$ cat src/rtl/l2_line_adapter_pkg.sv
// l2_pkg: shared types and sizing for the L2 line adapter and L2 controller
package l2_pkg;
   localparam int l2_s_offset = 5;
   localparam int l2_s_line   = 256;
   localparam int l2_s_burst  = 64;
   localparam int l2_s_addr   = 32;
   localparam int n_beats     = l2_s_line / l2_s_burst;
   typedef enum logic [1:0] {IDLE, FILL, WB, DONE} l2_adapt_state_t;
   typedef logic [$clog2(n_beats)-1:0] beat_cnt_t;
endpackage

$ cat src/rtl/l2_line_adapter_if.sv
// l2_line_adapter_if: cache-side and memory-side signals of the line adapter
interface l2_line_adapter_if
   import l2_pkg::*;
#(
   parameter int s_addr  = l2_s_addr,
   parameter int s_line  = l2_s_line,
   parameter int s_burst = l2_s_burst
);
   logic [s_addr-1:0]  address_i;
   logic               read_i;
   logic               write_i;
   logic [s_line-1:0]  line_i;
   logic [s_line-1:0]  line_o;
   logic               resp_o;
   logic [s_addr-1:0]  address_o;
   logic               read_o;
   logic               write_o;
   logic [s_burst-1:0] burst_o;
   logic [s_burst-1:0] burst_i;
   logic               resp_i;
   modport master (
      output address_i, read_i, write_i, line_i, burst_i, resp_i,
      input  line_o, resp_o, address_o, read_o, write_o, burst_o
   );
   modport slave (
      input  address_i, read_i, write_i, line_i, burst_i, resp_i,
      output line_o, resp_o, address_o, read_o, write_o, burst_o
   );
endinterface

$ cat src/rtl/l2_line_adapter_line_buffer.sv
// l2_line_buffer: one cache line with whole-line load and per-beat write/read
module l2_line_buffer #(
   parameter int s_line  = 256,
   parameter int s_burst = 64,
   parameter int cw      = 2
) (
   input  logic               clk,
   input  logic               rst_n,
   input  logic               load,
   input  logic [s_line-1:0]  src,
   input  logic               wr,
   input  logic [cw-1:0]      idx,
   input  logic [s_burst-1:0] data,
   output logic [s_line-1:0]  q,
   output logic [s_burst-1:0] beat
);
   // whole-line load wins over a beat write; the two never coincide in practice
   always_ff @(posedge clk or negedge rst_n) begin
      if (!rst_n) q <= '0;
      else if (load) q <= src;
      else if (wr) q[idx*s_burst +: s_burst] <= data;
   end
   assign beat = q[idx*s_burst +: s_burst];
endmodule

$ cat src/rtl/l2_line_adapter.sv
// l2_line_adapter: converts whole L2 line fills/writebacks into memory bursts
module l2_line_adapter
   import l2_pkg::*;
#(
   parameter int s_offset = l2_s_offset,
   parameter int s_line   = l2_s_line,
   parameter int s_burst  = l2_s_burst,
   parameter int s_addr   = l2_s_addr
) (
   input logic              clk,
   input logic              rst_n,
   l2_line_adapter_if.slave bus
);
   localparam int nb = s_line / s_burst;
   localparam int cw = $clog2(nb);
   if (nb < 2 || (nb & (nb - 1)) != 0) begin : g_bad_beats
      $error("l2_line_adapter: n_beats must be a power of two, at least 2");
   end
   if (s_line != (8 << s_offset)) begin : g_bad_line
      $error("l2_line_adapter: s_line must equal 8 * 2**s_offset");
   end
   l2_adapt_state_t state, nxt;
   logic [cw-1:0]      cnt;
   logic [s_addr-1:0]  addr;
   logic [s_line-1:0]  buf_q, merged, line_q;
   logic [s_burst-1:0] rd_beat;
   logic               last, beat, accept;
   assign last   = cnt == cw'(nb - 1);
   assign beat   = bus.resp_i && (state == FILL || state == WB);
   assign accept = state == IDLE && (bus.read_i || bus.write_i);
   l2_line_buffer #(.s_line(s_line), .s_burst(s_burst), .cw(cw)) u_buf (
      .clk  (clk),
      .rst_n(rst_n),
      .load (state == IDLE && bus.write_i),
      .src  (bus.line_i),
      .wr   (state == FILL && bus.resp_i),
      .idx  (cnt),
      .data (bus.burst_i),
      .q    (buf_q),
      .beat (rd_beat)
   );
   // next state: writeback wins over fill; the last accepted beat ends the burst
   always_comb begin
      nxt = state;
      case (state)
         IDLE:    nxt = bus.write_i ? WB : bus.read_i ? FILL : IDLE;
         FILL:    nxt = beat && last ? DONE : FILL;
         WB:      nxt = beat && last ? DONE : WB;
         default: nxt = IDLE;
      endcase
   end
   // state register
   always_ff @(posedge clk or negedge rst_n) begin
      if (!rst_n) state <= IDLE;
      else state <= nxt;
   end
   // the final fill beat is merged in here so line_o is already complete in DONE
   always_comb begin
      merged = buf_q;
      merged[cnt*s_burst +: s_burst] = bus.burst_i;
   end
   // beat counter, aligned address latch and published fill line
   always_ff @(posedge clk or negedge rst_n) begin
      if (!rst_n) begin
         cnt    <= '0;
         addr   <= '0;
         line_q <= '0;
      end else begin
         if (beat) cnt <= last ? '0 : cnt + 1'b1;
         if (accept) addr <= {bus.address_i[s_addr-1:s_offset], {s_offset{1'b0}}};
         if (state == FILL && bus.resp_i && last) line_q <= merged;
      end
   end
   assign bus.read_o    = state == FILL;
   assign bus.write_o   = state == WB;
   assign bus.resp_o    = state == DONE;
   assign bus.address_o = addr;
   assign bus.burst_o   = state == WB ? rd_beat : '0;
   assign bus.line_o    = line_q;
   a_no_resp_in_done: assert property (@(posedge clk) disable iff (!rst_n) !(state == DONE && bus.resp_i));
endmodule

$ cat src/flat_wrapper.sv
// flat-port wrapper written by rule: the top's interface ports become plain ports
module l2_line_adapter_flat import l2_pkg::*;
#(
   parameter int s_offset = l2_s_offset,
   parameter int s_line   = l2_s_line,
   parameter int s_burst  = l2_s_burst,
   parameter int s_addr   = l2_s_addr
)
  (clk, rst_n, bus_address_i, bus_read_i, bus_write_i, bus_line_i, bus_burst_i, bus_resp_i, bus_line_o, bus_resp_o, bus_address_o, bus_read_o, bus_write_o, bus_burst_o);
  l2_line_adapter_if #(.s_addr(s_addr), .s_line(s_line), .s_burst(s_burst)) bus_i ();
  input logic clk;
  input logic rst_n;
  input wire logic [$bits(bus_i.address_i)-1:0] bus_address_i;
  input wire logic [$bits(bus_i.read_i)-1:0] bus_read_i;
  input wire logic [$bits(bus_i.write_i)-1:0] bus_write_i;
  input wire logic [$bits(bus_i.line_i)-1:0] bus_line_i;
  input wire logic [$bits(bus_i.burst_i)-1:0] bus_burst_i;
  input wire logic [$bits(bus_i.resp_i)-1:0] bus_resp_i;
  output wire logic [$bits(bus_i.line_o)-1:0] bus_line_o;
  output wire logic [$bits(bus_i.resp_o)-1:0] bus_resp_o;
  output wire logic [$bits(bus_i.address_o)-1:0] bus_address_o;
  output wire logic [$bits(bus_i.read_o)-1:0] bus_read_o;
  output wire logic [$bits(bus_i.write_o)-1:0] bus_write_o;
  output wire logic [$bits(bus_i.burst_o)-1:0] bus_burst_o;
  assign bus_i.address_i = bus_address_i;
  assign bus_i.read_i = bus_read_i;
  assign bus_i.write_i = bus_write_i;
  assign bus_i.line_i = bus_line_i;
  assign bus_i.burst_i = bus_burst_i;
  assign bus_i.resp_i = bus_resp_i;
  assign bus_line_o = bus_i.line_o;
  assign bus_resp_o = bus_i.resp_o;
  assign bus_address_o = bus_i.address_o;
  assign bus_read_o = bus_i.read_o;
  assign bus_write_o = bus_i.write_o;
  assign bus_burst_o = bus_i.burst_o;
  l2_line_adapter #(.s_offset(s_offset), .s_line(s_line), .s_burst(s_burst), .s_addr(s_addr)) u_core (.clk(clk), .rst_n(rst_n), .bus(bus_i));
endmodule
$ cat config.mk
export PLATFORM = sky130hd
export DESIGN_NAME = l2_line_adapter_flat
export DESIGN_NICKNAME = d
export VERILOG_FILES = /design/src/rtl/l2_line_adapter_pkg.sv /design/src/rtl/l2_line_adapter_if.sv /design/src/rtl/l2_line_adapter_line_buffer.sv /design/src/rtl/l2_line_adapter.sv /design/src/flat_wrapper.sv
export SDC_FILE = /design/constraint.sdc
export NUM_CORES = 1
export LEC_CHECK = 0
export CAP_MARGIN = 25
export CORE_AREA = 8 8 267 269
export DETAILED_ROUTE_END_ITERATION = 12
export DIE_AREA = 0 0 275 277
export GPL_TIMING_DRIVEN = 0
export PLACE_DENSITY = 0.71
export SLEW_MARGIN = 20
export SYNTH_ARGS = -nofsm -noshare
export SYNTH_HDL_FRONTEND = slang
export SYNTH_SLANG_ARGS = --single-unit
$ cat constraint.sdc
create_clock -name clk -period 3.1 [get_ports clk]
set_input_delay 0.93 -clock clk [delete_from_list [all_inputs] [get_ports clk]]
set_output_delay 0.93 -clock clk [all_outputs]
set_load 0.005 [all_outputs]
# Word-level counts from Yosys, hierarchy flattened

Index checks and enable logic that the tools add are counted.

Register bits: 543
Bits of input ports: 357
Word-level logic and storage cells: 34
Output and inout bits: 355

Shift-type cells: 3
Mux-type cells: 10
Eq/ne operators: 4
Reductions and logical operators: 10
$add $sub $neg: 2

Operator list:

| operator                                                                   | count |
|---|---|
| 256-bit 2-to-1 mux                                                         | 2 |
| 256-bit bitwise mux                                                        | 1 |
| 64-bit by 34-bit variable shift with 256-bit output (first input constant) | 1 |
| 256-bit by 9-bit indexed part select with 64-bit output                    | 1 |
| 64-bit by 34-bit indexed part select with 256-bit output                   | 1 |
| 64-bit 2-to-1 mux                                                          | 1 |
| 8-bit negation with 34-bit output                                          | 1 |
| 2-bit == test (second input constant)                                      | 3 |
| 1-bit logical AND                                                          | 6 |
| 2-bit 2-to-1 mux                                                           | 3 |
| 2-bit case mux with 3 select lines                                         | 1 |
| 2-bit by 1-bit adder with 2-bit output (second input constant)             | 1 |
| 2-bit by 1-bit == test with 1-bit output (second input constant)           | 1 |
| 2-bit logical NOT                                                          | 1 |
| 1-bit logical OR                                                           | 2 |
| 1-bit 2-to-1 mux                                                           | 2 |
| 2-bit nonzero test                                                         | 1 |

# Logic depth before layout (Yosys ltp)

Depth in word-level cells: 6
Gate-level depth with buffers: 11
Depth with buffers taken out: 5

# Hierarchy

Synthesis repeated with hierarchy kept, for this count alone.

Cells, all modules: 2261
Area total of the unflattened synthesis: 26196.4 sq um

Modules (own cells, without submodules):

| module          | cells each | times used | seq. area each (sq um) | area an instance (sq um) |
|---|---|---|---|---|
| l2_line_adapter | 1315       | 1          | 7181.9                 | 13556.8 |
| l2_line_buffer  | 946        | 1          | 6406.1                 | 12639.6 |

# Worst setup path after synthesis

No wires, ideal clock.

Kind: reg2out
Start point: register u_core.cnt[0]
End point: output bus_burst_o[42]
Path buffers: 3
Data required time: 2.170 ns
Slack: 0.694 ns
Stages on the path, launching flop included: 6
Data arrival time: 1.476 ns
Cells stage by stage: dfrtp_1 -> buf_6 -> buf_8 -> buf_6 -> mux4_2 -> and2_1

Longest elaborated chain between the ends: 2

Ends and longest elaborated chain:

| item                                                    | line                              | source |
|---|---|---|
| start, declared                                         | l2_line_adapter.sv:23             | `logic [cw-1:0] cnt;` |
| start signal, assigned                                  | l2_line_adapter.sv:69             | `if (beat) cnt <= last ? '0 : cnt + 1'b1;` |
| 256-bit by 9-bit indexed part select with 64-bit output | l2_line_adapter_line_buffer.sv:23 | `assign beat = q[idx*s_burst +: s_burst];` |
| 64-bit 2-to-1 mux                                       | l2_line_adapter.sv:78             | `assign bus.burst_o = state == WB ? rd_beat : '0;` |
| end, declared                                           | flat_wrapper.sv:24                | `output wire logic [$bits(bus_i.burst_o)-1:0] bus_burst_o;` |

Every way passes these cells.

# Worst setup path after layout

Start point: register u_core.cnt[0]
End point: output bus_burst_o[16]

The elaborated chain is that of the path after synthesis.

==> results_tabular.tex <==
\begin{tabular}{lr}
\hline
Metric & Value \\
\hline
\multicolumn{2}{l}{\textbf{Global routing}} \\
Gr usage total & 37.8\% \\
Wire length of the first global-routing pass & 207 mm \\
Overflow left after global routing & 0 \\
Vias in the first global route & 27965 \\
Largest net degree at the start of global routing & 93 \\
Antenna violations before repair & 36 \\
\multicolumn{2}{l}{\textbf{Clock network}} \\
CTS tree & built \\
CTS sink count & 543 \\
Cts hold-fix bufs & 0 \\
TritonCTS Buffers & 59 \\
Maximum level of the CTS H-tree & 2 \\
Clock root buffer master & clkbuf\_16 \\
Clock transition at the register clock pins on the worst setup and hold paths after CTS & 60 ps \\
Clock tree buffer depth & 3 \\
Clock latency on the worst-skew pair & 640 ps \\
\multicolumn{2}{l}{\textbf{Placed design}} \\
Number of port buffers & 697 \\
Pre-CTS setup slack & -793 ps \\
Post-placement cell count & 4085 \\
Post-detail-place hpwl & 107 mm \\
Final Wtd Congestion & 0.947 \\
Placed inst area & 34000 sq um \\
\multicolumn{2}{l}{\textbf{STA}} \\
RSZ-0062 raised after global routing & true \\
Number of max-slew violations in the final report & 0 \\
Total negative slack & -9210 ps \\
Largest clock skew in the final design & 25.6 ps \\
Maximum operating frequency & 300 MHz \\
Final critical-path required period & 3330 ps \\
Worst Setup Slack, final & -229 ps \\
Hold Slack & 233 ps \\
Max-slew headroom at the worst pin & 29.4\% \\
Ratio of final minimum period to clock period & 107\% \\
Total of endpoints with negative setup slack in the final report & 64 \\
Final count of hold timing violations & 0 \\
Worst-Margin Slew & 1060 ps \\
\multicolumn{2}{l}{\textbf{Finish}} \\
Fin nets & 3693 \\
Commonest non-fill, non-tap cell in the layout & clkdlybuf4s50\_1 \\
Commonest cells after routing, fill and taps aside & 632 x clkdlybuf4s50\_1, 542 x dfrtp\_1, 335 x nor2\_1, 254 x a21oi\_1, 171 x nand2\_1 \\
Final Non-Filler Cells & 4280 \\
Area of all placed cells without fillers & 37200 sq um \\
Fraction of final layout cells with drive strength greater than 1 & 17.3\% \\
Growth of design area from synthesis to finish & 44.8\% \\
Share of the core filled with cells & 55.7\% \\
\multicolumn{2}{l}{\textbf{Logic synthesis}} \\
Syn Area/Cell & 10.3 sq um \\
Gate count of the mapped netlist & 2501 \\
Yosys warning total & 0 \\
Count of unique library cells instantiated by Yosys & 44 \\
Sequential share of the synthesized area & 52.9\% \\
Number of synthesized register bits & 543 \\
Total standard cell area after synthesis & 25700 sq um \\
Cell type contributing the most total cell area after synthesis & dfrtp\_1 \\
Top cell type's share of synthesized area & 52.9\% \\
Largest cells by area after synthesis & dfrtp\_1 53\%, mux4\_2 5.6\%, a21oi\_1 4.9\% \\
\multicolumn{2}{l}{\textbf{Power and ir drop}} \\
Power Internal & 23.5 mW \\
Clock power frac & 19.2\% \\
Maximum vdd drop & 0.555 mV \\
Power consumption & 39.1 mW \\
Relative contribution of sequential cells to total power & 31.7\% \\
Part of the total power dissipated in combinational logic & 49.1\% \\
Power density relative to cell area & 1050 nW/um\^{}2 \\
P\_leak & 15.4 nW \\
Net switching power figure & 15.6 mW \\
Sw frac & 39.9\% \\
\multicolumn{2}{l}{\textbf{Status}} \\
Outcome & finished with violations \\
Violations in the final reports & negative setup slack \\
\multicolumn{2}{l}{\textbf{Setup path}} \\
Startpoint-to-endpoint class of the critical path & reg2out \\
R2r worst-path depth & 8 \\
Critical path launch point type & flip-flop \\
Critical Path Fanout Max & 6 \\
Data arrival time of the critical path & 2400 ps \\
Endpoint of the lowest-slack register-to-register path & u\_core.u\_buf.q[73]\$\_DFFE\_PN0P\_ \\
Crit path capture type & primary output \\
Slack of the worst reg-to-reg path & 50 ps \\
Reg-to-reg startpoint & u\_core.cnt[1]\$\_DFFE\_PN0N\_ \\
Required time of the critical path & 2170 ps \\
\multicolumn{2}{l}{\textbf{Floorplanning}} \\
Area of the die & 76200 sq um \\
Core footprint & 66800 sq um \\
Initial core utilization & 38.5\% \\
Number of standard-cell rows in the floorplan & 95 \\
Boundary Pins & 712 \\
DIE WIDTH & 275 microns \\
Chip Height & 277 microns \\
\multicolumn{2}{l}{\textbf{Route}} \\
Total DRC errors in the routed layout & 0 \\
Overall routed net length & 150 mm \\
Post-route antenna net violation count & 0 \\
Number of search-and-repair iterations in the first detailed-routing pass & 6 \\
Total via count after detailed routing & 27754 \\
Violation count after the first detailed-route iteration & 4186 \\
Average routed wire per standard cell & 35.1 microns \\
Average vias per placed instance & 6.48 \\
\multicolumn{2}{l}{\textbf{Job}} \\
Max-cap violations & 0 \\
\multicolumn{2}{l}{\textbf{Worst hold path}} \\
Path class of the lowest-slack min-delay path & in2async \\
\hline
\end{tabular}
[layout make-up]
type,count,area (sq um)
multi-input cells,1686,11000
diodes,31,77.6
repair buffers,761,7860
clock buffers,94,1820
plain buffers,268,1550
clock inverters,16,203
fillers,5898,29600
well taps,873,1090
inverters,8,30.0
flip-flops and latches,543,13600
[cell families (layout without fill, tap and decap cells)]
family	count (synthesis)	in the layout	synth area share, %
muxes	92	92	6.84
DFF	543	543	52.9
and+or+nand+nor	727	727	12.2
AOI/OAI and AO/OA	853	853	22.2
buffers and inverters	276	1147	5.34
other	1	36	0.0146
adders and majority gates	9	9	0.438
[critical path, stage by stage, from the launching register on]
cell     delay, ps
dfrtp_1        410
buf_12         160
buf_4          140
buf_12         120
buf_6          110
buf_6          100
mux4_2         410
and2_4         190
buf_6          110
[cells in the mapped netlist, drive strengths merged]
master / number
a21o: 1
a22oi: 127
nor4bb: 2
buf: 172
nor2b: 7
a211oi: 1
ha: 9
dfrtp: 543
nand4: 5
inv: 8
nor2: 335
a21oi: 254
a22o: 1
a221oi: 103
a32o: 58
clkbuf: 96
mux2: 28
and3: 1
o31ai: 27
o21ai: 185
nor3: 1
and3b: 1
and4bb: 1
a32oi: 95
nand2: 174
mux4: 64
nor3b: 1
nand3: 130
and2: 67
a31oi: 1
and4b: 2
conb: 1
[worst max-delay path by stage]
stage | end | depth (start not counted) | startpoint | slack [ps]
global route | bus_burst_o[17] | 8 | u_core.cnt[0]$_DFFE_PN0N_ | -270
detailed placement | bus_burst_o[60] | 6 | u_core.state[0]$_DFF_PN0_ | -790
global placement | u_core.bus.line_o[121]$_DFFE_PN0P_ | 1 | rst_n | -24190
finish | bus_burst_o[16] | 8 | u_core.cnt[0]$_DFFE_PN0N_ | -230
floorplan | bus_burst_o[42] | 5 | u_core.cnt[0]$_DFFE_PN0N_ | 690
CTS | bus_burst_o[46] | 8 | u_core.cnt[0]$_DFFE_PN0N_ | -280
[metal layers]
| layer | wire length, microns | GRT usage [%] | vias to the layer above |
|---|---|---|---|
| li1 | - | - | 10966 |
| met1 | 53200 | 45.6 | 13794 |
| met2 | 67700 | 58.3 | 2421 |
| met3 | 19600 | 13.5 | 563 |
| met4 | 9590 | 21.2 | 10 |
| met5 | 74 | 0 | - |
[power groups by stage]
stage | combinational, mW | sequential [mW] | clock, mW
2_1_floorplan | 7.69 | 11.8 | 0
3_3_place_gp | 16.8 | 12.2 | 0
3_5_place_dp | 17.1 | 12.3 | 0
4_1_cts | 18.7 | 12.2 | 7.46
5_1_grt | 20.0 | 12.6 | 7.72
6_report | 19.2 | 12.4 | 7.50
[registers in the layout, summed over array words and instances, names as in the netlist]
register / flops
u_core.bus.address_o: 27
u_core.u_buf.q: 256
u_core.state: 2
u_core.bus.line_o: 256
u_core.cnt: 2
[what timing repair did]
action | CTS | global route
buffers inserted | 48 | 13
setup endpoints to repair | 523 | 132
pin swaps | 40 | 2
gates cloned | 5 | 0
gates resized for setup | 427 | 85
hold endpoints to repair | 0 | 0
No activity file was read; power rests on OpenSTA's default activity.
